==> config.mk <==
export PLATFORM = sky130hd
export DESIGN_NAME = weight_buf_sched
export DESIGN_NICKNAME = d
export VERILOG_FILES = /design/src/rtl/wbuf_pkg.sv /design/src/rtl/wsched_wr_seq.sv /design/src/rtl/weight_buf_sched.sv
export SDC_FILE = /design/constraint.sdc
export NUM_CORES = 1
export LEC_CHECK = 0
export CELL_PAD_IN_SITES_DETAIL_PLACEMENT = 0
export CELL_PAD_IN_SITES_GLOBAL_PLACEMENT = 2
export CORE_MARGIN = 2
export CORE_UTILIZATION = 22
export CTS_CLUSTER_DIAMETER = 80
export CTS_CLUSTER_SIZE = 30
export DETAILED_ROUTE_END_ITERATION = 8
export GPL_ROUTABILITY_DRIVEN = 0
export PLACE_DENSITY = 0.75
export SYNTH_ARGS = -nofsm -noshare
export SYNTH_HDL_FRONTEND = slang
export SYNTH_SLANG_ARGS = --single-unit
==> constraint.sdc <==
create_clock -name clk -period 2.9 [get_ports clk]
set_clock_uncertainty 0.1 [all_clocks]
set_input_delay 0.58 -clock clk [delete_from_list [all_inputs] [get_ports clk]]
set_output_delay 0.58 -clock clk [all_outputs]
set_load 0.03 [all_outputs]
==> src/rtl/wbuf_pkg.sv <==
// Weight buffer scheduler shared types and defaults.
// State encoding, default widths and beats-per-row derivation.
package wbuf_pkg;

  localparam int ADDR_LEN_D     = 16;
  localparam int DATA_LEN_D     = 64;
  localparam int DDR_DATA_LEN_D = 256;
  localparam int BUFFER_NUM_D   = 32;
  localparam int KSET_ROWS_D    = 9;

  // DDR beats needed to fill one buffer row across all banks
  function automatic int grp_num(input int bn, input int ddr_w,
                                 input int data_w);
    return bn / (ddr_w / data_w);
  endfunction

  localparam int GRP_NUM =
    grp_num(BUFFER_NUM_D, DDR_DATA_LEN_D, DATA_LEN_D);

  typedef enum logic [2:0] {
    IDLE,
    LOAD,
    RD_ISSUE,
    RD_WAIT,
    DONE
  } state_t;

endpackage

==> src/rtl/wsched_wr_seq.sv <==
// Weight load sequencer: beat/row counting and bank write-enable decode.
// Each accepted DDR beat becomes one registered buffer write.
module wsched_wr_seq
  import wbuf_pkg::*;
#(
  parameter int ADDR_LEN     = ADDR_LEN_D,
  parameter int DATA_LEN     = DATA_LEN_D,
  parameter int DDR_DATA_LEN = DDR_DATA_LEN_D,
  parameter int BUFFER_NUM   = BUFFER_NUM_D
) (
  input  logic                    clk,
  input  logic                    rst_n,
  input  logic                    clear,
  input  logic                    active,
  input  logic [ADDR_LEN-1:0]     base_addr,
  input  logic [ADDR_LEN-1:0]     num_rows,
  input  logic [DDR_DATA_LEN-1:0] ddr_data,
  input  logic                    ddr_valid,
  output logic                    ddr_ready,
  output logic [DDR_DATA_LEN-1:0] data_wr,
  output logic [ADDR_LEN-1:0]     wr_addr,
  output logic [BUFFER_NUM-1:0]   wr_en,
  output logic                    fin
);

  localparam int GRP   = grp_num(BUFFER_NUM, DDR_DATA_LEN, DATA_LEN);
  localparam int LANES = BUFFER_NUM / GRP;
  localparam int BW    = (GRP > 1) ? $clog2(GRP) : 1;
  localparam logic [BW-1:0] LAST = BW'(GRP - 1);

  logic [BW-1:0]         beat;
  logic [ADDR_LEN-1:0]   row;
  logic [ADDR_LEN-1:0]   row_addr;
  logic [BUFFER_NUM-1:0] lane_mask;
  logic                  fire;

  // stop accepting once the final beat of the final row is in
  assign ddr_ready = active && !fin;
  assign fire      = ddr_valid && ddr_ready;

  // bank group selected by the current beat
  always_comb begin
    lane_mask = '0;
    lane_mask[LANES-1:0] = '1;
    lane_mask = lane_mask << (int'(beat) * LANES);
  end

  // registered write port, enables only in the cycle after a transfer
  always_ff @(posedge clk) begin
    if (!rst_n) begin
      wr_en   <= '0;
      data_wr <= '0;
      wr_addr <= '0;
    end else begin
      wr_en <= fire ? lane_mask : '0;
      if (fire) begin
        data_wr <= ddr_data;
        wr_addr <= row_addr;
      end
    end
  end

  // beat and row position within the current load
  always_ff @(posedge clk) begin
    if (!rst_n) begin
      beat     <= '0;
      row      <= '0;
      row_addr <= '0;
      fin      <= 1'b0;
    end else if (clear) begin
      beat     <= '0;
      row      <= '0;
      row_addr <= base_addr;
      fin      <= 1'b0;
    end else if (fire) begin
      if (beat == LAST) begin
        beat     <= '0;
        row      <= row + ADDR_LEN'(1);
        row_addr <= row_addr + ADDR_LEN'(1);
        if (row == num_rows - ADDR_LEN'(1))
          fin <= 1'b1;
      end else begin
        beat <= beat + BW'(1);
      end
    end
  end

endmodule

==> src/rtl/weight_buf_sched.sv <==
// Weight buffer scheduler: loads weight rows from DDR, then launches kernel-set reads.
// Optional stall counters are built when WSCHED_PERF_CNT_EN is defined.
module weight_buf_sched
  import wbuf_pkg::*;
#(
  parameter int ADDR_LEN     = ADDR_LEN_D,
  parameter int DATA_LEN     = DATA_LEN_D,
  parameter int DDR_DATA_LEN = DDR_DATA_LEN_D,
  parameter int BUFFER_NUM   = BUFFER_NUM_D,
  parameter int KSET_ROWS    = KSET_ROWS_D
) (
  input  logic                    clk,
  input  logic                    rst_n,
  input  logic                    start,
  input  logic [ADDR_LEN-1:0]     base_addr,
  input  logic [ADDR_LEN-1:0]     num_rows,
  input  logic [ADDR_LEN-1:0]     num_kset,
  input  logic [DDR_DATA_LEN-1:0] ddr_data,
  input  logic                    ddr_valid,
  output logic                    ddr_ready,
  output logic [DDR_DATA_LEN-1:0] data_wr,
  output logic [ADDR_LEN-1:0]     wr_addr,
  output logic [BUFFER_NUM-1:0]   wr_en,
  output logic                    rd_conf,
  output logic [ADDR_LEN-1:0]     st_rd_addr,
  input  logic                    buf_idle,
  input  logic                    ker_en,
  input  logic                    kset_ready,
  output logic                    busy,
  output logic                    done
`ifdef WSCHED_PERF_CNT_EN
  ,
  output logic [31:0]             stall_ddr_cnt,
  output logic [31:0]             stall_rd_cnt
`endif
);

  state_t state;
  state_t nxt;

  logic [ADDR_LEN-1:0] nrows_q;
  logic [ADDR_LEN-1:0] nkset_q;
  logic [ADDR_LEN-1:0] kcnt;
  logic [ADDR_LEN-1:0] rd_ptr;
  logic                accept;
  logic                issue;
  logic                more;
  logic                fin;

  assign accept = (state == IDLE) && start;
  assign issue  = (state == RD_ISSUE) && buf_idle && kset_ready;
  assign more   = ({1'b0, kcnt} + (ADDR_LEN+1)'(1)) < {1'b0, nkset_q};
  assign busy   = (state != IDLE);
  assign done   = (state == DONE);

  wsched_wr_seq #(
    .ADDR_LEN    (ADDR_LEN),
    .DATA_LEN    (DATA_LEN),
    .DDR_DATA_LEN(DDR_DATA_LEN),
    .BUFFER_NUM  (BUFFER_NUM)
  ) u_wr_seq (
    .clk      (clk),
    .rst_n    (rst_n),
    .clear    (accept),
    .active   (state == LOAD),
    .base_addr(base_addr),
    .num_rows (nrows_q),
    .ddr_data (ddr_data),
    .ddr_valid(ddr_valid),
    .ddr_ready(ddr_ready),
    .data_wr  (data_wr),
    .wr_addr  (wr_addr),
    .wr_en    (wr_en),
    .fin      (fin)
  );

  // job sequencing; LOAD lingers one cycle so the last write lands first
  always_comb begin
    nxt = state;
    unique case (state)
      IDLE: begin
        if (start) begin
          if (num_rows != '0)
            nxt = LOAD;
          else if (num_kset != '0)
            nxt = RD_ISSUE;
          else
            nxt = DONE;
        end
      end
      LOAD: begin
        if (fin)
          nxt = (nkset_q != '0) ? RD_ISSUE : DONE;
      end
      RD_ISSUE: begin
        if (issue)
          nxt = RD_WAIT;
      end
      RD_WAIT: begin
        if (ker_en)
          nxt = more ? RD_ISSUE : DONE;
      end
      DONE: nxt = IDLE;
      default: nxt = IDLE;
    endcase
  end

  // state register
  always_ff @(posedge clk) begin
    if (!rst_n)
      state <= IDLE;
    else
      state <= nxt;
  end

  // job parameters and kernel-set read pointer
  always_ff @(posedge clk) begin
    if (!rst_n) begin
      nrows_q <= '0;
      nkset_q <= '0;
      kcnt    <= '0;
      rd_ptr  <= '0;
    end else if (accept) begin
      nrows_q <= num_rows;
      nkset_q <= num_kset;
      kcnt    <= '0;
      rd_ptr  <= base_addr;
    end else if (state == RD_WAIT && ker_en) begin
      kcnt   <= kcnt + ADDR_LEN'(1);
      rd_ptr <= rd_ptr + ADDR_LEN'(KSET_ROWS);
    end
  end

  // single-cycle read launch with its start row
  always_ff @(posedge clk) begin
    if (!rst_n) begin
      rd_conf    <= 1'b0;
      st_rd_addr <= '0;
    end else begin
      rd_conf <= issue;
      if (issue)
        st_rd_addr <= rd_ptr;
    end
  end

`ifdef WSCHED_PERF_CNT_EN
  // saturating stall counters, cleared per job
  always_ff @(posedge clk) begin
    if (!rst_n || accept) begin
      stall_ddr_cnt <= '0;
      stall_rd_cnt  <= '0;
    end else begin
      if (state == LOAD && !ddr_valid && stall_ddr_cnt != '1)
        stall_ddr_cnt <= stall_ddr_cnt + 32'd1;
      if (state == RD_ISSUE && !issue && stall_rd_cnt != '1)
        stall_rd_cnt <= stall_rd_cnt + 32'd1;
    end
  end
`endif

endmodule

==> metrics.txt, run 1 <==
distinct cell type count of the synthesized netlist=55; CP max stage cell=clkdlybuf4s50_1; sequential share of the synthesized area=47.8%; CTS clk-pin slew, worst paths=0.08 ns; CTS tree=yes; min-delay worst type=reg -> reg; crit-path leading delay family=buffers and inverters; final cycle utilization of the critical path=96.5%; top cell type's share of synthesized area=47.8%; max-slew violation count=0; Fin. Hold Viols=0; peak per-stage delay on the critical path=0.69 ns; Final min period=2.80 ns; most frequent cells in the layout=682 x nand2_1, 631 x clkdlybuf4s50_1, 400 x dfxtp_1, 222 x a21boi_1, 104 x a21boi_0; Final ANT Viol Nets=0; DRT Pass-1 Iters=5; post-synth top area cell=dfxtp_1; H-tree levels=2; required time of the critical path=2.22 ns; IO Port Bufs=634; vias in the first global route=15.4k; layout cell share with drive strength beyond 1=5.38%; Synth-to-Final Area Change=52.2%; most common cell after layout, fill and taps aside=nand2_1; Num Clock Sinks=400; fmax=357 MHz; placed wire-length estimate=46100 microns; Peak VDD IR=0.332 mV; EDFF count, synth=0; Vias/cell=4.31; r2r endpoint=state[2]; first-pass GRT wire length=93200 microns; status=completed; WHS Endpoint=u_wr_seq.data_wr[83]; initial antenna violation count=6; worst-path fanout max=14; top post-synthesis cells by area=dfxtp_1 48%, nand2_1 15%, a21boi_1 9.9%, a21boi_0 4.7%, clkbuf_1 2.3%; core area=0.0757 sq mm; CP Capture Type=primary output; Post-Syn Area=0.0168 sq mm; Seq cells post-synth=400; Longest Clk Path Bufs=3; cts hold-fix bufs=0; Die ar.=0.0784 sq mm; RSZ-0062 raised after global routing=no; crit path cell chain=buf_4 -> or3_1 -> clkdlybuf4s50_1; Mapped Nets=2361; largest net degree at the start of global routing=116; total vias in the final route=15.5k; chip width=280 microns; Worst Hold Launch=u_wr_seq.data_wr[83]; final setup vio count=0; asr flop ratio synth=0%; Max-cap violations=0; final WL=61800 microns; dominant synthesized flop cell=dfxtp_1; post-layout power=13.9 mW; CTS root buffer=clkbuf_16; crit path DAT=2.12 ns; relative slew slack=51.0%; Die H=280 microns; Fill cells=7867; synth warn=0; Num CTS Buffers=34; Buf+Inv Stages, Crit Path=2; Post-route DRC=0; Syn Area/Cell=8.28 sq um; Iteration-0 DRC Markers=645; Rows=101; pwr/cell area=544 mW/mm^2; Nets=2933; Pleak=8.96 nW; io pins=635; gr ovfl total=0; Reg2Reg Setup Slack=0.17 ns; Starting Density=22.1%; Worst Tran Pin Value=0.728 ns; r2r worst-path depth=10; Critical Path Start Type=flip-flop; fin util=33.7%; Total GRT Usage=15.2%; Crit Path Class=reg -> out; reg2reg start=kcnt[4]; Multi-input gate area=0.00792 sq mm; hold path cells=2; Gate Count Post-Synth=2024; Reg area=0.00801 sq mm; Worst-Skew Late Latency=0.57 ns; DR WL/cell=17.2 microns
-- repair_timing --
item                                    4_1_cts  5_1_grt
endpoints found under the setup margin        0        4
buffers inserted                              0        0
gates resized for setup                       0        6
-- flip-flops by register name, indices dropped and copies added, names as in the netlist, 3 cells and up --
| name | flops |
|---|---|
| nkset_q | 16 |
| u_wr_seq.row | 16 |
| rd_ptr | 16 |
| kcnt | 16 |
| st_rd_addr | 16 |
| nrows_q | 16 |
| u_wr_seq.wr_en | 8 |
| u_wr_seq.data_wr | 256 |
| u_wr_seq.wr_addr | 16 |
| u_wr_seq.row_addr | 16 |
| u_wr_seq.beat | 3 |
| state | 3 |
-- cells by family (layout without fill, tap and decap cells) --
kind of cell,after synthesis,in the layout,synth area share [%]
AOI/OAI and AO/OA,439,439,18.7
xor gates and xnor gates,79,79,4.13
adders and majority gates,26,26,1.94
buffers and inverters,192,789,5.19
DFF,400,400,47.8
muxes,4,4,0.246
other,0,3,0
and+or+nand+nor,884,884,22.0
-- cell usage after synthesis, drive strengths merged (3+ instances only) --
master / count
o21ai: 32
nand2b: 3
dfxtp: 400
mux2i: 3
nor4: 16
nor3: 27
or4: 5
a211oi: 5
o221ai: 3
nor2b: 6
xnor2: 38
nor2: 53
nand4: 14
or3: 13
nand2: 683
inv: 32
a31oi: 6
xor2: 41
a21oi: 43
and3: 8
and2: 3
clkbuf: 103
buf: 57
a21o: 5
a21boi: 326
and4: 6
ha: 26
nand3: 37
o21a: 4
-- tightest hold or removal path: cells and delay by family (launching register included) --
kind,cells,cell delay [ns]
AOI/OAI and AO/OA,1,0.05
and+or+nand+nor,1,0.05
DFF,1,0.31
-- final cells by class --
cell class              count  share of cell area [%]
clock buffers              37                    3.50
repair buffers            696                    27.4
well taps                 978                    4.80
inverters                  32                   0.471
flip-flops and latches    400                    31.4
multi-input cells        1432                    31.1
diodes                      3                  0.0294
clock inverters            24                    1.32
-- worst max path at each step --
| stage | cells past startpoint | start | to | slack, ns |
|---|---|---|---|---|
| final | 3 | state[0] | busy | 0.10 |
| after CTS | 3 | u_wr_seq.fin | ddr_ready | 0.002 |
| after global routing | 11 | kcnt[0] | state[2] | 0.009 |
| after detailed placement | 8 | num_kset[3] | state[2] | -0.04 |
| after floorplan | 11 | kcnt[0] | state[2] | 0.04 |
| after global placement | 8 | num_kset[3] | state[2] | -0.01 |
-- through the flow --
step           setup TNS, ns  std cells  instance area, sq um  hold WS (ns)  setup WS, ns
2_1_floorplan              0       2024                 16800         0.339        0.0363
3_3_place_gp         -0.0139       3538                 24200         0.339       -0.0139
3_5_place_dp         -0.0390       3538                 24200         0.344       -0.0390
4_1_cts                    0       3599                 25500         0.355       0.00233
5_1_grt                    0       3599                 25500         0.369       0.00859
6_report                   0       3602                 25500         0.351         0.100
-- metal layers --
layer	global-route usage (%)	vias up	wire [microns]
li1	-	7793	-
met1	19.2	7276	26900
met2	25.4	380	29400
met3	3.60	87	3510
met4	4.98	6	1940
met5	0	-	40
-- where the power goes --
part	switching, mW	internal (mW)
Sequential	0.233	5.80
Combinational	1.44	1.21
Clock	2.48	2.72
Total	4.15	9.73
No activity file was read; power rests on OpenSTA's default activity.
==> run 2: changes to the inputs <==
--- a/config.mk
+++ b/config.mk
@@ -9,11 +9,12 @@
 export CELL_PAD_IN_SITES_GLOBAL_PLACEMENT = 2
 export CORE_MARGIN = 2
 export CORE_UTILIZATION = 22
+export CTS_BUF_LIST = sky130_fd_sc_hd__clkbuf_16
 export CTS_CLUSTER_DIAMETER = 80
 export CTS_CLUSTER_SIZE = 30
 export DETAILED_ROUTE_END_ITERATION = 8
 export GPL_ROUTABILITY_DRIVEN = 0
-export PLACE_DENSITY = 0.75
+export PLACE_DENSITY = 0.87
 export SYNTH_ARGS = -nofsm -noshare
 export SYNTH_HDL_FRONTEND = slang
 export SYNTH_SLANG_ARGS = --single-unit
==> run 2 against run 1 <==
  * Total power fell by 2.9%
  * Largest power group unchanged
  * Core utilization shrank 0.078 points
  * Combinational power is essentially flat
  * Critical path type unchanged
  * Routed wire length is 5.9% lower
  * Largest cell class unchanged
  * Clock-buffer cell count is 6 lower
==> metrics.txt, run 2 (same netlist as run 1, synthesis figures left out) <==
CTS clk-pin slew, worst paths=0.10 ns (+0.02 ns); core area=0.0757 sq mm (unchanged); crit path DAT=2.07 ns (-0.05 ns); chip width=280 microns (unchanged); Final min period=2.75 ns (-0.0524 ns); pwr/cell area=530 mW/mm^2 (-2.7%); Nets=2936 (+0.10%); Longest Clk Path Bufs=3 (unchanged); Setup Fix Bufs, Post-CTS=0 (unchanged); peak per-stage delay on the critical path=0.52 ns (-0.17 ns); CP max stage cell=clkdlybuf4s15_1; Pleak=8.91 nW (-0.54%); layout cell share with drive strength beyond 1=5.49% (+0.11 points); final setup vio count=0 (unchanged); most common cell after layout, fill and taps aside=nand2_1; Biggest register=u_wr_seq.data_wr; Starting Density=22.1% (unchanged); Multi-input gate area=0.00793 sq mm (about the same); first-pass GRT wire length=88500 microns (-5.1%); initial antenna violation count=6 (unchanged); Vias/cell=4.24 (-1.7%); final cycle utilization of the critical path=94.7% (-1.8 points); Largest register FFs=256 (unchanged); crit path cell chain=nor4b_4 -> clkdlybuf4s15_1; cts hold-fix bufs=0 (unchanged); post-layout power=13.5 mW (-2.9%); Rows=101 (unchanged); most frequent cells in the layout=682 x nand2_1, 630 x clkdlybuf4s50_1, 399 x dfxtp_1, 222 x a21boi_1, 104 x a21boi_0; max-slew violation count=0 (unchanged); RSZ-0062 raised after global routing=no; Num CTS Buffers=31 (-8.8%); fmax=364 MHz (+1.9%); Worst Hold Launch=rst_n; Peak VDD IR=0.395 mV (+19%); CP Capture Type=primary output; Critical Path Start Type=flip-flop; Worst Tran Pin Value=0.707 ns (-0.0217 ns); Final ANT Viol Nets=0 (unchanged); placed wire-length estimate=43300 microns (-6.0%); gr ovfl total=0 (unchanged); DRT Pass-1 Iters=5 (unchanged); Hold Worst Slack=0.206 ns (-0.145 ns); Synth-to-Final Area Change=51.8%; relative slew slack=52.5% (+1.5 points); H-tree levels=1 (-1); IO Port Bufs=634 (unchanged); Final WS setup=0.153 ns (+0.0524 ns); hold path cells=2 (unchanged); Post-route DRC=0 (unchanged); r2r endpoint=state[2]; Die H=280 microns (unchanged); Cell Area, Placed=0.0243 sq mm (+0.24%); io pins=635 (unchanged); Crit Path Class=reg -> out; DR WL/cell=16.1 microns (-5.9%); largest net degree at the start of global routing=83 (-28%); min-delay worst type=in -> reg; Iteration-0 DRC Markers=652 (+1.1%); CTS root buffer=clkbuf_16; Fill cells=7969 (+1.3%); reg2reg start=kcnt[1]; Max-cap violations=0 (unchanged); required time of the critical path=2.22 ns (about the same); vias in the first global route=14.8k (-4.0%); total vias in the final route=15.3k (-1.6%); Die ar.=0.0784 sq mm (unchanged); Total Negative Setup Slacks=0 ns (unchanged); Fin. Hold Viols=0 (unchanged); status=completed; Final Instance Area=0.0255 sq mm (-0.23%); Reg2Reg Setup Slack=0.22 ns (+0.05 ns); DP Worst Slack=0.0764 ns (+0.115 ns); r2r worst-path depth=11 (+1); Reg area=0.00801 sq mm (about the same); worst-path fanout max=10 (-4); final WL=58200 microns (-5.9%); Worst-Skew Late Latency=0.63 ns (+0.06 ns); CTS tree=yes; WHS Endpoint=u_wr_seq.data_wr[206]; Total GRT Usage=14.2% (-0.97 points); Num Clock Sinks=400 (unchanged)
==> run 2: changes by cell type in the layout (fill, tap and decap cells not counted), moves of 2 or more <==
| cell | before | now |
|---|---|---|
| buf_4 | 48 | 53 |
| bufinv_16 | 4 | 2 |
| clkbuf_16 | 35 | 31 |
| clkbuf_8 | 2 | 0 |
| clkinv_2 | 3 | 1 |
| dlygate4sd2_1 | 0 | 2 |
| dlymetal6s2s_1 | 2 | 0 |
| inv_1 | 32 | 34 |
| inv_12 | 4 | 2 |
| inv_16 | 0 | 2 |
| inv_6 | 2 | 5 |
==> run 2: metrics by stage <==
step / std cells / util [%]
3_3_place_gp: 3544 / 32.1
4_1_cts: 3601 / 33.6
6_report: 3605 / 33.6
5_1_grt: 3604 / 33.6
3_5_place_dp: 3544 / 32.1
2_1_floorplan: 2024 / -
==> run 2: worst max-delay path, delay by kind of cell, from the launching register on <==
family	cells	cell delay (ns)
buffers and inverters	1	0.52
AND/OR/NAND/NOR	1	0.49
flip-flops	1	0.44
==> run 2: metal layers <==
| layer | share of wire [%] | global-route usage, % | wire (microns) | up-vias |
|---|---|---|---|---|
| met5 | 0.046 | 0 | 27 | - |
| met3 | 8.0 | 4.71 | 4670 | 58 |
| li1 | - | - | - | 7807 |
| met1 | 43 | 17.7 | 25000 | 7044 |
| met2 | 47 | 23.6 | 27200 | 374 |
| met4 | 2.3 | 3.54 | 1330 | 4 |
==> run 2: how the worst max path moves through the flow <==
stage / from / end / slack, ns / depth (start not counted)
after detailed placement: num_kset[11] / state[2] / 0.08 / 8
after CTS: state[2] / ddr_ready / 0.06 / 2
final: state[2] / ddr_ready / 0.15 / 2
after global routing: state[2] / ddr_ready / 0.000003 / 2
after floorplan: kcnt[0] / state[2] / 0.04 / 11
after global placement: num_kset[11] / state[2] / 0.09 / 8
==> run 2: power by group <==
group | leakage (nW) | total [mW] | switching, mW | internal [mW]
Combinational | 5.11 | 2.64 | 1.41 | 1.22
Sequential | 3.25 | 6.03 | 0.232 | 5.80
Clock | 0.546 | 4.81 | 2.52 | 2.29
==> run 2: area by class of cell <==
type,count,share of cell area (%)
antenna,4,0.0393
tap,978,4.81
sequential,400,31.5
multi-input combinational,1432,31.1
clock inverter,26,1.33
timing repair buffer,702,27.7
inverter,32,0.472
clock buffer,31,3.05
==> run 2: repair_timing <==
item,4_1_cts,5_1_grt
gates resized for setup,4,6
setup endpoints to repair,3,3
endpoints found under the hold margin,0,0
==> run 3: changes to the inputs <==
--- a/config.mk
+++ b/config.mk
@@ -15,6 +15,7 @@
 export DETAILED_ROUTE_END_ITERATION = 8
 export GPL_ROUTABILITY_DRIVEN = 0
 export PLACE_DENSITY = 0.87
+export SETUP_SLACK_MARGIN = 0.4
 export SYNTH_ARGS = -nofsm -noshare
 export SYNTH_HDL_FRONTEND = slang
 export SYNTH_SLANG_ARGS = --single-unit
==> run 3 against run 2 <==
  * Worst hold slack improved by 0.14 ns
  * First-iteration DRC count increased by 8.4%
  * Via count increased by 0.47%
  * Critical path depth increased by 8
  * Routed wire length increased by 6.1%
  * Combinational power about the same
  * Flip-flop and latch count unchanged
  * Die area unchanged
  * Final cell count increased by 0.14%
  * Total power decreased by 2.9%
  * Critical path type is now reg -> reg
  * Largest cell class is now multi-input combinational cells
  * Largest power group unchanged
==> metrics.txt, run 3 (same netlist as run 1, synthesis figures left out) <==
status=completed; fin util=33.8% (+0.19 points); crit path DAT=2.92 ns (+0.85 ns); Num CTS Buffers=29 (-6.5%); cell mode on critical path=a21o_1; Post-route DRC=0 (unchanged); internal power=9.01 mW (-3.2%); Iteration-0 DRC Markers=707 (+8.4%); Biggest register=u_wr_seq.data_wr; CTS root buffer=clkbuf_16; first-pass GRT wire length=91700 microns (+3.6%); Nets=2943 (+0.24%); Reg2Reg Setup Slack=0.36 ns (+0.14 ns); register share of total power=46.1% (+1.4 points); H-tree levels=1 (unchanged); largest net degree at the start of global routing=118 (+42%); Fin. Hold Viols=0 (unchanged); final cycle utilization of the critical path=87.7% (-7.0 points); chip width=280 microns (unchanged); Die H=280 microns (unchanged); Critical path destination=state[2]; min-delay worst type=reg -> reg; DP Worst Slack=0.174 ns (+0.0979 ns); Final Instance Area=0.0256 sq mm (+0.56%); CTS tree=yes; Worst Tran Pin Value=0.693 ns (-0.0139 ns); Critical Path Start Type=flip-flop; vias in the first global route=15.1k (+1.8%); core area=0.0757 sq mm (unchanged); Num Clock Sinks=400 (unchanged); Vias/cell=4.25 (+0.33%); initial antenna violation count=16 (+10); Final WS setup=0.357 ns (+0.204 ns); Clock Power Share=33.5% (-2.2 points); Worst Hold Launch=u_wr_seq.data_wr[81]; relative slew slack=53.8% (+1.4 points); Total GRT Usage=15.0% (+0.76 points); peak per-stage delay on the critical path=0.56 ns (+0.04 ns); Cell Area, Placed=0.0244 sq mm (+0.41%); Comb power frac=20.4% (+0.8 points); crit-path leading delay family=simple AND/OR/NAND/NOR gates; IO Port Bufs=634 (unchanged); required time of the critical path=3.28 ns (+1.06 ns); Fill cells=7933 (-0.45%); final setup vio count=0 (unchanged); CP Capture Type=flip-flop; Starting Density=22.1% (unchanged); most frequent cells in the layout=681 x nand2_1, 629 x clkdlybuf4s50_1, 392 x dfxtp_1, 222 x a21boi_1, 104 x a21boi_0; r2r worst-path depth=10 (-1); Crit Path Class=reg -> reg; hold path cells=2 (unchanged); P_sw=4.07 mW (-2.2%); worst-path fanout max=6 (-4); Rows=101 (unchanged); DRT Pass-1 Iters=4 (-1); pwr/cell area=511 mW/mm^2 (-3.5%); CTS clk-pin slew, worst paths=0.09 ns (about the same); switching share of power=31.1% (+0.22 points); Pleak=8.96 nW (+0.58%); r2r endpoint=state[2]; crit path cell chain=nand4_1 -> or4_4 -> nor2_4 -> xor2_1 -> ha_1 -> a21o_1 -> a21o_1 -> a31oi_2 -> and4_1 -> o21ai_1; Final min period=2.54 ns (-0.204 ns); RSZ-0062 raised after global routing=yes; reg2reg start=kcnt[8]; layout cell share with drive strength beyond 1=6.47% (+0.98 points); start point of the critical path=kcnt[8]; gr ovfl total=0 (unchanged); io pins=635 (unchanged); Inst Count DP=3541 (-0.085%); Multi-input gate area=0.00804 sq mm (+1.4%); Total Negative Setup Slacks=0 ns (unchanged); Reg area=0.00803 sq mm (+0.23%); final cell count without fillers=3610 (+0.14%); Final ANT Viol Nets=0 (unchanged); fmax=393 MHz (+8.0%); Peak VDD IR=0.402 mV (+1.6%); final WL=61700 microns (+6.1%); Max-cap violations=0 (unchanged); post-layout power=13.1 mW (-2.9%); Buf+Inv Stages, Crit Path=0 (-1); Worst-Skew Late Latency=0.60 ns (-0.03 ns); Hold Worst Slack=0.350 ns (+0.144 ns); Longest Clk Path Bufs=3 (unchanged); most common cell after layout, fill and taps aside=nand2_1; total vias in the final route=15.4k (+0.47%); Largest register FFs=256 (unchanged); DR WL/cell=17.1 microns (+5.9%); CP max stage cell=or4_4; Synth-to-Final Area Change=52.7%; placed wire-length estimate=47100 microns (+8.8%); WP depth=10 (+8); max-slew violation count=0 (unchanged); Die ar.=0.0784 sq mm (unchanged)
==> run 3: cell types whose count changed in the layout (fill, tap and decap cells not counted), moves of 3 or more <==
cell and delta:
buf_12 +6, dfxtp_1 -7, dfxtp_2 +3, dfxtp_4 +4, nand3_1 -5, nand3_2 +4, nor2_1 -4, nor2_4 +3
==> run 3: power groups by stage <==
stage / Clock, mW / Sequential (mW) / Combinational [mW]
6_report: 4.38 / 6.04 / 2.67
5_1_grt: 4.73 / 6.09 / 2.89
2_1_floorplan: 0 / 6.52 / 0.984
4_1_cts: 4.55 / 6.04 / 2.70
3_3_place_gp: 0 / 6.16 / 2.70
3_5_place_dp: 0 / 6.17 / 2.69
==> run 3: what timing repair did <==
action	CTS	global route
hold buffers	0	0
gates resized for setup	20	21
cloned	0	0
endpoints found under the hold margin	0	0
buffers inserted	6	6
pin swaps	7	11
setup endpoints to repair	6	7
==> run 3: worst min-delay path by stage <==
stage	end	slack (ns)
4_1_cts	nrows_q[0]	0.32
3_5_place_dp	u_wr_seq.data_wr[15]	0.34
3_3_place_gp	u_wr_seq.data_wr[25]	0.34
2_1_floorplan	rd_ptr[15]	0.34
6_report	u_wr_seq.data_wr[81]	0.35
5_1_grt	u_wr_seq.wr_addr[2]	0.35
==> run 3: worst reg2reg max path, cell delays in order (launching register included) <==
cell and delay (ns):
dfxtp_4 0.38, nand4_1 0.13, or4_4 0.56, nor2_4 0.11, xor2_1 0.16, ha_1 0.26
a21o_1 0.16, a21o_1 0.15, a31oi_2 0.16, and4_1 0.21, o21ai_1 0.05
==> run 3: routing by layer <==
metal,wire [microns],global-route usage (%)
met3,4590,4.87
met1,25100,17.4
met5,102,0
met4,1460,3.47
met2,30400,26.5
==> run 3: cell type report <==
cell class | count | area share [%]
flip-flops and latches | 400 | 31.4
repair buffers | 711 | 28.1
multi-input cells | 1432 | 31.4
clock inverters | 24 | 1.02
clock buffers | 29 | 2.84
diodes | 4 | 0.0391
inverters | 32 | 0.469
well taps | 978 | 4.78
